**src/rtl/pulse_stretch_fsm_if.sv**
```systemverilog
// Tick/level bundle for pulse_stretch_fsm: the requester drives tick and length,
// the stretcher returns the level, busy and drop flags.
interface pulse_stretch_fsm_if #(
  parameter int W = 8
);
  logic         i_tick;
  logic [W-1:0] i_len;
  logic         o_level;
  logic         o_busy;
  logic         o_drop;

  modport master (output i_tick, output i_len, input o_level, input o_busy, input o_drop);
  modport slave  (input i_tick, input i_len, output o_level, output o_busy, output o_drop);
endinterface

```
**src/rtl/pulse_stretch_fsm.sv**
```systemverilog
// Tick-to-level converter: stretches an accepted tick into an L-cycle high level,
// then holds a GAP-cycle low guard before the next pulse. Moore outputs only.
module pulse_stretch_fsm #(
  parameter int W      = 8,
  parameter int GAP    = 2,
  parameter int RETRIG = 0
) (
  input  logic               i_clk,
  input  logic               i_rst,
  pulse_stretch_fsm_if.slave bus
);

  localparam logic [1:0]   e_idle   = 2'd0;
  localparam logic [1:0]   e_high   = 2'd1;
  localparam logic [1:0]   e_gap    = 2'd2;
  localparam logic [W-1:0] ONE      = W'(1);
  localparam logic [W-1:0] GAP_LOAD = W'((GAP > 0) ? GAP - 1 : 0);

  if (W < 1 || GAP < 0 || (GAP > 0 && $clog2(GAP) > W)) begin : g_bad_param
    $error("pulse_stretch_fsm: GAP-1 must fit in W bits");
  end

  logic [1:0]   state_q, state_d;
  logic [W-1:0] cnt_q, cnt_d;
  logic         drop_q, drop_d;
  logic [W-1:0] len_m1;

  // A zero length is stretched to one cycle, so the reload value is L-1 either way.
  assign len_m1 = (bus.i_len == '0) ? '0 : bus.i_len - ONE;

  always_comb begin
    state_d = state_q;
    cnt_d   = cnt_q;
    drop_d  = 1'b0;
    case (state_q)
      e_idle: begin
        if (bus.i_tick) begin
          state_d = e_high;
          cnt_d   = len_m1;
        end
      end
      e_high: begin
        if (bus.i_tick && (RETRIG != 0)) begin
          cnt_d = len_m1;
        end else begin
          drop_d = bus.i_tick;
          if (cnt_q != '0) begin
            cnt_d = cnt_q - ONE;
          end else if (GAP > 0) begin
            state_d = e_gap;
            cnt_d   = GAP_LOAD;
          end else begin
            state_d = e_idle;
            cnt_d   = '0;
          end
        end
      end
      e_gap: begin
        drop_d = bus.i_tick;
        if (cnt_q != '0) cnt_d = cnt_q - ONE;
        else             state_d = e_idle;
      end
      default: begin
        state_d = e_idle;
        cnt_d   = '0;
      end
    endcase
  end

  always_ff @(posedge i_clk) begin
    if (i_rst) begin
      state_q <= e_idle;
      cnt_q   <= '0;
      drop_q  <= 1'b0;
    end else begin
      state_q <= state_d;
      cnt_q   <= cnt_d;
      drop_q  <= drop_d;
    end
  end

  assign bus.o_level = (state_q == e_high);
  assign bus.o_busy  = (state_q != e_idle);
  assign bus.o_drop  = drop_q;

endmodule

```
**src/flat_wrapper.sv**
```systemverilog
// flat-port wrapper written by rule: the top's interface ports become plain ports
module pulse_stretch_fsm_flat 
#(
  parameter int W      = 8,
  parameter int GAP    = 2,
  parameter int RETRIG = 0
)
  (i_clk, i_rst, bus_i_tick, bus_i_len, bus_o_level, bus_o_busy, bus_o_drop);
  pulse_stretch_fsm_if #(.W(W)) bus_i ();
  input  logic i_clk;
  input  logic i_rst;
  input wire logic [$bits(bus_i.i_tick)-1:0] bus_i_tick;
  input wire logic [$bits(bus_i.i_len)-1:0] bus_i_len;
  output wire logic [$bits(bus_i.o_level)-1:0] bus_o_level;
  output wire logic [$bits(bus_i.o_busy)-1:0] bus_o_busy;
  output wire logic [$bits(bus_i.o_drop)-1:0] bus_o_drop;
  assign bus_i.i_tick = bus_i_tick;
  assign bus_i.i_len = bus_i_len;
  assign bus_o_level = bus_i.o_level;
  assign bus_o_busy = bus_i.o_busy;
  assign bus_o_drop = bus_i.o_drop;
  pulse_stretch_fsm #(.W(W), .GAP(GAP), .RETRIG(RETRIG)) u_core (.i_clk(i_clk), .i_rst(i_rst), .bus(bus_i));
endmodule
```
**config.mk**
```make
export PLATFORM = sky130hd
export DESIGN_NAME = pulse_stretch_fsm_flat
export DESIGN_NICKNAME = d
export VERILOG_FILES = /design/src/rtl/pulse_stretch_fsm_if.sv /design/src/rtl/pulse_stretch_fsm.sv /design/src/flat_wrapper.sv
export SDC_FILE = /design/constraint.sdc
export NUM_CORES = 1
export LEC_CHECK = 0
export ABC_AREA = 1
export CORE_UTILIZATION = 57
export CTS_CLUSTER_DIAMETER = 120
export DETAILED_ROUTE_END_ITERATION = 8
export GPL_ROUTABILITY_DRIVEN = 1
export PLACE_DENSITY = 0.8
export SLEW_MARGIN = 40
export SYNTH_ARGS = -nofsm -noshare
export SYNTH_HDL_FRONTEND = slang
export SYNTH_SLANG_ARGS = --single-unit
```
**constraint.sdc**
```tcl
create_clock -name i_clk -period 2.7 [get_ports i_clk]
set_clock_uncertainty 0.15 [all_clocks]
set_input_delay 0.27 -clock i_clk [delete_from_list [all_inputs] [get_ports i_clk]]
set_output_delay 0.27 -clock i_clk [all_outputs]
set_load 0.02 [all_outputs]
```
# Yosys cells after proc, flatten, opt, wreduce, memory -nomap -nowiden
# Cells that the tools add are included.
[classes]
add_sub_neg = 2
eq_ne = 6
n_mux = 9
bitwise = 1
n_reduce_logical = 8
[op_table]
columns = ["operator", "n"]
rows = [
  ["two-way mux 8 bit", 4],
  ["case mux 8 bit (3 select lines)", 1],
  ["subtractor 8 x 1 -> 8 bit, second input constant", 2],
  ["logical NOT 8 bit", 1],
  ["nonzero test 8 bit", 1],
  ["two-way mux 2 bit", 3],
  ["inequality test 2 bit, second input constant", 3],
  ["case mux 2 bit (3 select lines)", 1],
  ["OR reduction 2 bit", 2],
  ["AND reduction 3 bit", 1],
  ["equality test 2 x 1 -> 1 bit, second input constant", 1],
  ["equality test 2 bit, second input constant", 1],
  ["logical NOT 2 bit", 1],
  ["inequality test 2 x 1 -> 1 bit, second input constant", 1],
  ["AND reduction 2 bit", 1],
  ["nonzero test 2 bit", 1],
  ["inverter 1 bit", 1],
]
[totals]
reg_bits = 11
inputBits = 11
wordCells = 29

# Depth between registers and ports, before layout
# Gate-level depths: netlist of run 1.
[depth]
word_depth = 4
depth_mapped = 10
depth_no_buf = 10

# Worst setup path before layout of run 1
# Ideal clock, no wire load.
[synth_path]
path_kind = "flip-flop to flip-flop"
start = "register u_core.state_q[0]"
end = "register u_core.cnt_q[1]"
arrival_ps = 1390
required_time_ps = 2480
path_slack_ps = 1089
stages_incl_launch_ff = 9
n_path_buf = 0
period_less_slack_ps = 1611
cell_sequence = "dfxtp_1 -> inv_1 -> ha_1 -> inv_1 -> or2_2 -> o21ai_4 -> nor2_4 -> nand2_1 -> a21oi_1"
[synth_between]
elab_chain_len = 3
elab_cells_between_ends = 7
[synth_lines]
columns = ["item", "line_no", "rtl"]
rows = [
  ["from (decl)", "pulse_stretch_fsm.sv:23", "logic [1:0] state_q, state_d;"],
  ["from (signal assigned)", "pulse_stretch_fsm.sv:72", "state_q <= e_idle;"],
  ["from (signal assigned)", "pulse_stretch_fsm.sv:76", "state_q <= state_d;"],
  ["equality test 2 bit / logical NOT 2 bit (equally long branches)", "pulse_stretch_fsm.sv:35", "case (state_q)"],
  ["inequality test 2 x 1 -> 1 bit (no source line) / inequality test 2 bit (equally long branches)", "--", ""],
  ["AND reduction 2 bit (no source line)", "--", ""],
  ["to (signal assigned)", "pulse_stretch_fsm.sv:77", "cnt_q <= cnt_d;"],
  ["to (decl)", "pulse_stretch_fsm.sv:24", "logic [W-1:0] cnt_q, cnt_d;"],
]
# Several ways; a longest one is shown, not always the timed one.
# A chain may end at the register's enable or synchronous reset.

# Final worst setup path of run 1
[layout_path]
start = "register u_core.state_q[0]"
end = "output bus_o_busy"
[layout_between]
elab_chain_len = 1
[layout_lines]
columns = ["item", "line_no", "rtl"]
rows = [
  ["nonzero test 2 bit", "pulse_stretch_fsm.sv:83", "assign bus.o_busy = (state_q != e_idle);"],
  ["to (decl)", "flat_wrapper.sv:15", "output wire logic [$bits(bus_i.o_busy)-1:0] bus_o_busy;"],
]
# No other way between the ends.

==> results of run 1 <==
[critical path, stage by stage, from the launching register on]
cell and delay (ns):
dfxtp_1 0.37, inv_1 0.09, ha_1 0.21, inv_1 0.12, clkdlybuf4s50_1 0.62
[cell usage after synthesis, drive strengths merged]
cell type / number
or2: 1
nand3: 9
ha: 8
nand2: 56
nor3: 3
nand3b: 1
xor2: 3
dfxtp: 11
o21ai: 9
nand4: 2
nor3b: 1
a21oi: 10
nor2: 15
inv: 26
clkbuf: 1
a31oi: 1
[per-stage QoR]
| step | instance area (µm²) | hold slack (ns) | power, mW |
|---|---|---|---|
| 2_1_floorplan | 957 | 0.240 | 0.832 |
| 6_report | 1130 | 0.318 | 1.13 |
| 5_1_grt | 1130 | 0.356 | 1.23 |
| 3_3_place_gp | 1100 | 0.305 | 0.982 |
| 4_1_cts | 1130 | 0.321 | 1.13 |
| 3_5_place_dp | 1100 | 0.309 | 1.01 |
[placed cells by master, fill, tap and decap left out, types with 2 or more instances in the layout]
cell type / netlist / routed
nand2_1: 52 / 52
inv_1: 25 / 25
clkdlybuf4s50_1: 0 / 13
nor2_1: 12 / 12
dfxtp_1: 11 / 11
a21oi_1: 10 / 10
nand3_1: 8 / 8
ha_1: 8 / 8
o21ai_0: 7 / 7
nand2_2: 4 / 4
xor2_1: 3 / 3
nor3_1: 3 / 3
clkbuf_4: 0 / 3
nor2_4: 2 / 2
nand4_1: 2 / 2
[sequential cells by signal (all words and copies together), names as in the netlist]
signal / cells
u_core.state_q: 2
u_core.bus.o_drop: 1
u_core.cnt_q: 8
[routing by layer]
metal | track usage [%] | vias up | wire length, µm
met3 | 3.83 | 10 | 113
met5 | 0 | - | 0
met4 | 9.09 | 0 | 48
met1 | 29.2 | 445 | 946
met2 | 50.6 | 39 | 1060
li1 | - | 522 | -
[final cells by class]
class                      count  area, µm²
tap                           16       20.0
multi-input combinational    119        636
fill                         130        412
sequential                    11        220
clock buffer                   4       26.3
timing repair buffer          13        130
inverter                      26       97.6
[power by group]
group	total (mW)	switching, mW	leakage [nW]	internal [mW]
registers	0.272	0.0503	0.0908	0.221
clock network	0.123	0.0650	0.0150	0.0575
logic	0.739	0.460	0.451	0.278
total	1.13	0.575	0.557	0.557
[how the worst max path moves through the flow]
stage | startpoint | depth (start not counted) | end | slack (ns)
floorplan | u_core.state_q[0] | 8 | u_core.cnt_q[1] | 1.09
global placement | bus_i_len[0] | 10 | u_core.cnt_q[4] | 0.78
detailed placement | bus_i_len[0] | 10 | u_core.cnt_q[4] | 0.69
CTS | u_core.state_q[0] | 4 | bus_o_busy | 0.58
global route | u_core.state_q[0] | 4 | bus_o_busy | 0.49
finish | u_core.state_q[0] | 4 | bus_o_busy | 0.58
[cell families (layout without fill, tap and decap cells)]
group / Yosys count / count (layout) / synth area share [%]
buffers and inverters: 27 / 43 / 10.6
AO/OA/AOI/OAI: 20 / 20 / 12.2
XOR/XNOR: 3 / 3 / 2.75
adder cells (fa/ha/maj): 8 / 8 / 10.5
AND/OR/NAND/NOR: 88 / 88 / 41.0
flip-flops: 11 / 11 / 23.0
==> flow_metrics.env, run 1 <==
export IMPL_run_status="finished, final reports clean"
export IMPL_timing_final_max_slew_violations=0
export IMPL_worst_endpoint_arrival_ns=1.70
export IMPL_ctsLongestPathBuffers=2
export IMPL_vias=1016
export IMPL_hpwl_mm=1.64
export IMPL_cts_setup_buffers=0
export IMPL_postCtsHoldBufs=0
export IMPL_path_max_fanout=4
export IMPL_ys_warn_count=0
export IMPL_port_buffers=13
export IMPL_clkSinkCount=11
export IMPL_io_pins=14
export IMPL_clock_root_buffer="clkbuf_4"
export IMPL_worst_margin_pin_slew_ns=0.373
export IMPL_floorplan_rows=14
export IMPL_endpoint_kind="output port"
export IMPL_synth_top_cells_by_area="dfxtp_1, nand2_1, ha_1"
export IMPL_clkSlewWorstSetupHoldPaths_ns=0.07
export IMPL_rsz0062_at_grt="false"
export IMPL_min_period_over_period_pct=78.5
export IMPL_hold_path_startpoint="u_core.cnt_q[0]"
export IMPL_total_instance_count_after_detailed_placement=185
export IMPL_global_route_wire_length_before_repair_mm=3.71
export IMPL_timing_setup_critical_path_class="reg2out"
export IMPL_whs_path_depth=2
export IMPL_grt_pass1_vias=926
export IMPL_first_pass_iters=5
export IMPL_r2r_worst_path_cells=8
export IMPL_tritoncts="yes"
export IMPL_synth_distinct_cells=23
export IMPL_synthDominantAreaCellType="dfxtp_1"
export IMPL_worst_hold_path_type="reg2reg"
export IMPL_global_route_overflow_total=0
export IMPL_syn2layout_area_growth_pct=18.0
export IMPL_timing_max_cap_violations=0
export IMPL_reg2reg_from="u_core.cnt_q[0]"
export IMPL_final_layout_size_suffix_gt1_share_pct=8.67
export IMPL_power_density_mw_per_mm2=1000
export IMPL_ff2ff_setup_slack_ns=0.86
export IMPL_post_cts_resized=0
export IMPL_grt_total_usage_pct=26.5
export IMPL_wl_per_cell_um=11.5
export IMPL_grt_max_degree=11
export IMPL_synth_top_area_share_pct=23.0
export IMPL_postSynthNetCount=176
export IMPL_die_h_um=43.0
export IMPL_postLayoutSetupSlackWorst_ns=0.580
export IMPL_final_antenna_net_count=0
export IMPL_critical_path_required_ns=2.28
export IMPL_setup_viol_count_final=0
export IMPL_ir_worst_vdd_v=0.000710
export IMPL_globalplace_congestion=0.820
export IMPL_wirelength_mm=2.17
export IMPL_synth_avg_cell_area_um2=6.10
export IMPL_critPathLaunchType="flop"
export IMPL_pre_cts_slack_ns=0.693
export IMPL_min_delay_worst_endpoint="u_core.cnt_q[0]"
export IMPL_final_period_minus_worst_setup_slack_ns=2.12
export IMPL_cts_buffers_inserted=3
export IMPL_leakagePower_nw=0.557
export IMPL_nNetsFinal=193
export IMPL_core_area_mm2=0.00154
export IMPL_slew_limit_headroom_pct=75.0
export IMPL_final_core_utilization_pct=73.3
export IMPL_initial_antenna_violation_count=0
export IMPL_route_detailed_drc=0
export IMPL_first_iter_violations=24
export IMPL_instances_no_fill=189
export IMPL_critical_path_reg2reg_endpoint="u_core.cnt_q[2]"
export IMPL_hold_viol_final=0
export IMPL_clock_fmax_mhz=472
export IMPL_synth_seq_cells=11
export IMPL_synth_sequential_area_ratio_pct=23.0
export IMPL_cts_htree_levels=1
export IMPL_initial_utilization_pct=62.1
export IMPL_insertion_delay_to_the_later_sink_of_the_worst_skew_pair_ns=0.28
export IMPL_mappedNetlistArea_um2=957
export IMPL_totalNegativeSetupSlack_ns=0
export IMPL_antenna_cells=0
export IMPL_die_area_mm2=0.00185
export IMPL_synth_cells=157
export IMPL_viasPerCell=5.38
export IMPL_chipWidth_um=43.0
No activity file was read; power rests on OpenSTA's default activity.
==> run 2, diff against run 1 <==
--- a/config.mk
+++ b/config.mk
@@ -6,11 +6,11 @@
 export NUM_CORES = 1
 export LEC_CHECK = 0
 export ABC_AREA = 1
-export CORE_UTILIZATION = 57
+export CORE_UTILIZATION = 53
 export CTS_CLUSTER_DIAMETER = 120
 export DETAILED_ROUTE_END_ITERATION = 8
 export GPL_ROUTABILITY_DRIVEN = 1
-export PLACE_DENSITY = 0.8
+export PLACE_DENSITY = 0.75
 export SLEW_MARGIN = 40
 export SYNTH_ARGS = -nofsm -noshare
 export SYNTH_HDL_FRONTEND = slang
==> constraint.sdc (replaced) <==
create_clock -name i_clk -period 2.1 [get_ports i_clk]
set_clock_uncertainty 0.15 [all_clocks]
set_input_delay 0.21 -clock i_clk [delete_from_list [all_inputs] [get_ports i_clk]]
set_output_delay 0.21 -clock i_clk [all_outputs]
set_load 0.02 [all_outputs]
==> run 2 against run 1 <==
- final area is 0.89% higher
- critical endpoint unchanged
- cell count increased by 4.2%
- critical path depth is the same
- register-to-register slack got worse by 0.58 ns
- worst setup slack got worse by 0.50 ns
- flip-flop and latch count is the same
- largest power group unchanged
- clock power rose by 20%
- largest cell class unchanged
- non-clock buffer count is the same
==> flow_metrics.env, run 2 (synthesis results as in run 1) <==
export IMPL_antenna_cells=0
export IMPL_io_pins=14
export IMPL_total_instance_count_after_detailed_placement=193
export IMPL_wirelength_mm=2.08
export IMPL_setup_viol_count_final=0
export IMPL_rsz0062_at_grt="false"
export IMPL_syn2layout_area_growth_pct=19.1
export IMPL_wl_per_cell_um=10.6
export IMPL_path_max_fanout=4
export IMPL_power_combinational_fraction_pct=65.4
export IMPL_grt_max_degree=11
export IMPL_nNetsFinal=193
export IMPL_design_power_total_mw=1.43
export IMPL_max_flop_register="u_core.cnt_q"
export IMPL_hpwl_mm=1.64
export IMPL_largest_register_ff_count=8
export IMPL_insertion_delay_to_the_later_sink_of_the_worst_skew_pair_ns=0.27
export IMPL_final_layout_size_suffix_gt1_share_pct=8.67
export IMPL_share_seq_of_total_power_pct=24.4
export IMPL_run_status="finished, final reports clean"
export IMPL_ir_worst_vdd_v=0.000743
export IMPL_die_area_mm2=0.00198
export IMPL_clock_power_share_pct=10.3
export IMPL_worst_margin_pin_slew_ns=0.415
export IMPL_cellInternalPower_mw=0.714
export IMPL_fill_cells=149
export IMPL_min_period_over_period_pct=96.1
export IMPL_clock_root_buffer="clkbuf_4"
export IMPL_power_density_mw_per_mm2=1260
export IMPL_critPathLaunchType="flop"
export IMPL_hold_viol_final=0
export IMPL_cts_setup_buffers=0
export IMPL_final_period_minus_worst_setup_slack_ns=2.02
export IMPL_final_seq_area_um2=220
export IMPL_final_common_cell="nand2_1"
export IMPL_first_iter_violations=29
export IMPL_slew_limit_headroom_pct=72.3
export IMPL_global_route_wire_length_before_repair_mm=3.63
export IMPL_postCtsHoldBufs=0
export IMPL_worst_endpoint_arrival_ns=1.66
export IMPL_tritoncts="yes"
export IMPL_swShare_pct=50.3
export IMPL_chipWidth_um=44.5
export IMPL_final_cell_mix="nand2_1, inv_1, clkdlybuf4s50_1"
export IMPL_grt_total_usage_pct=24.2
export IMPL_floorplan_rows=14
export IMPL_viasPerCell=4.84
export IMPL_critical_path_required_ns=1.74
export IMPL_postLayoutSetupSlackWorst_ns=0.0823
export IMPL_power_net_switching_mw=0.721
export IMPL_clkSlewWorstSetupHoldPaths_ns=0.07
export IMPL_vias=953
export IMPL_clock_fmax_mhz=496
export IMPL_r2r_worst_path_cells=8
export IMPL_leakagePower_nw=0.557
export IMPL_timing_max_cap_violations=0
export IMPL_global_route_overflow_total=0
export IMPL_whs_path_depth=2
export IMPL_instances_no_fill=197
export IMPL_final_antenna_net_count=0
export IMPL_timing_final_max_slew_violations=0
export IMPL_cts_buffers_inserted=3
export IMPL_multi_input_comb_area_um2=636
export IMPL_totalNegativeSetupSlack_ns=0
export IMPL_first_pass_iters=5
export IMPL_globalplace_congestion=0.844
export IMPL_clkSinkCount=11
export IMPL_core_area_mm2=0.00159
export IMPL_die_h_um=44.5
export IMPL_final_core_utilization_pct=71.5
export IMPL_route_detailed_drc=0
export IMPL_ctsLongestPathBuffers=2
export IMPL_cts_htree_levels=1
export IMPL_grt_pass1_vias=872
export IMPL_initial_antenna_violation_count=0
export IMPL_port_buffers=13
export IMPL_timing_setup_critical_path_class="reg2out"
export IMPL_post_cts_resized=0
export IMPL_worst_hold_path_type="reg2reg"
export IMPL_pre_cts_slack_ns=0.151
export IMPL_endpoint_kind="output port"
export IMPL_initial_utilization_pct=60.0
-- run 2: worst paths after layout --
kind | slack, ns | start | end
worst max-delay path | 0.08 | u_core.state_q[0] | bus_o_busy
worst min-delay path | 0.32 | u_core.cnt_q[0] | u_core.cnt_q[0]
worst min register to register | 0.32 | u_core.cnt_q[0] | u_core.cnt_q[0]
worst max register to register | 0.28 | u_core.cnt_q[0] | u_core.cnt_q[4]
-- run 2: area by class of cell --
type	instances	area share, %
Timing Repair Buffer	13	11.4
Sequential cell	11	19.3
Tap cell	24	2.63
Inverter	26	8.56
Clock buffer	4	2.31
Multi-Input combinational cell	119	55.8
-- run 2: power by group through the flow --
stage | registers, mW | logic [mW] | clock network, mW
floorplan | 0.343 | 0.727 | 0
global placement | 0.350 | 0.911 | 0
detailed placement | 0.353 | 0.930 | 0
CTS | 0.349 | 0.938 | 0.151
global route | 0.361 | 1.08 | 0.160
finish | 0.349 | 0.938 | 0.148
-- run 2: metrics by stage --
stage | instance area, µm² | hold WS [ns]
after global placement | 1110 | 0.307
after CTS | 1140 | 0.327
after floorplan | 957 | 0.180
final | 1140 | 0.324
after detailed placement | 1110 | 0.317
after global routing | 1140 | 0.352
-- run 2: per-layer routing --
metal	wire length (µm)	up-vias	track usage (%)
met3	71	2	1.22
met1	1030	403	31.5
met4	19	0	7.27
met5	0	-	0
met2	963	27	42.6
li1	-	521	-
-- run 2: worst max-delay path, cell delays in order (launching register included) --
cell and delay, ns:
dfxtp_1 0.36, inv_1 0.09, ha_1 0.21, inv_1 0.11, clkdlybuf4s50_1 0.62
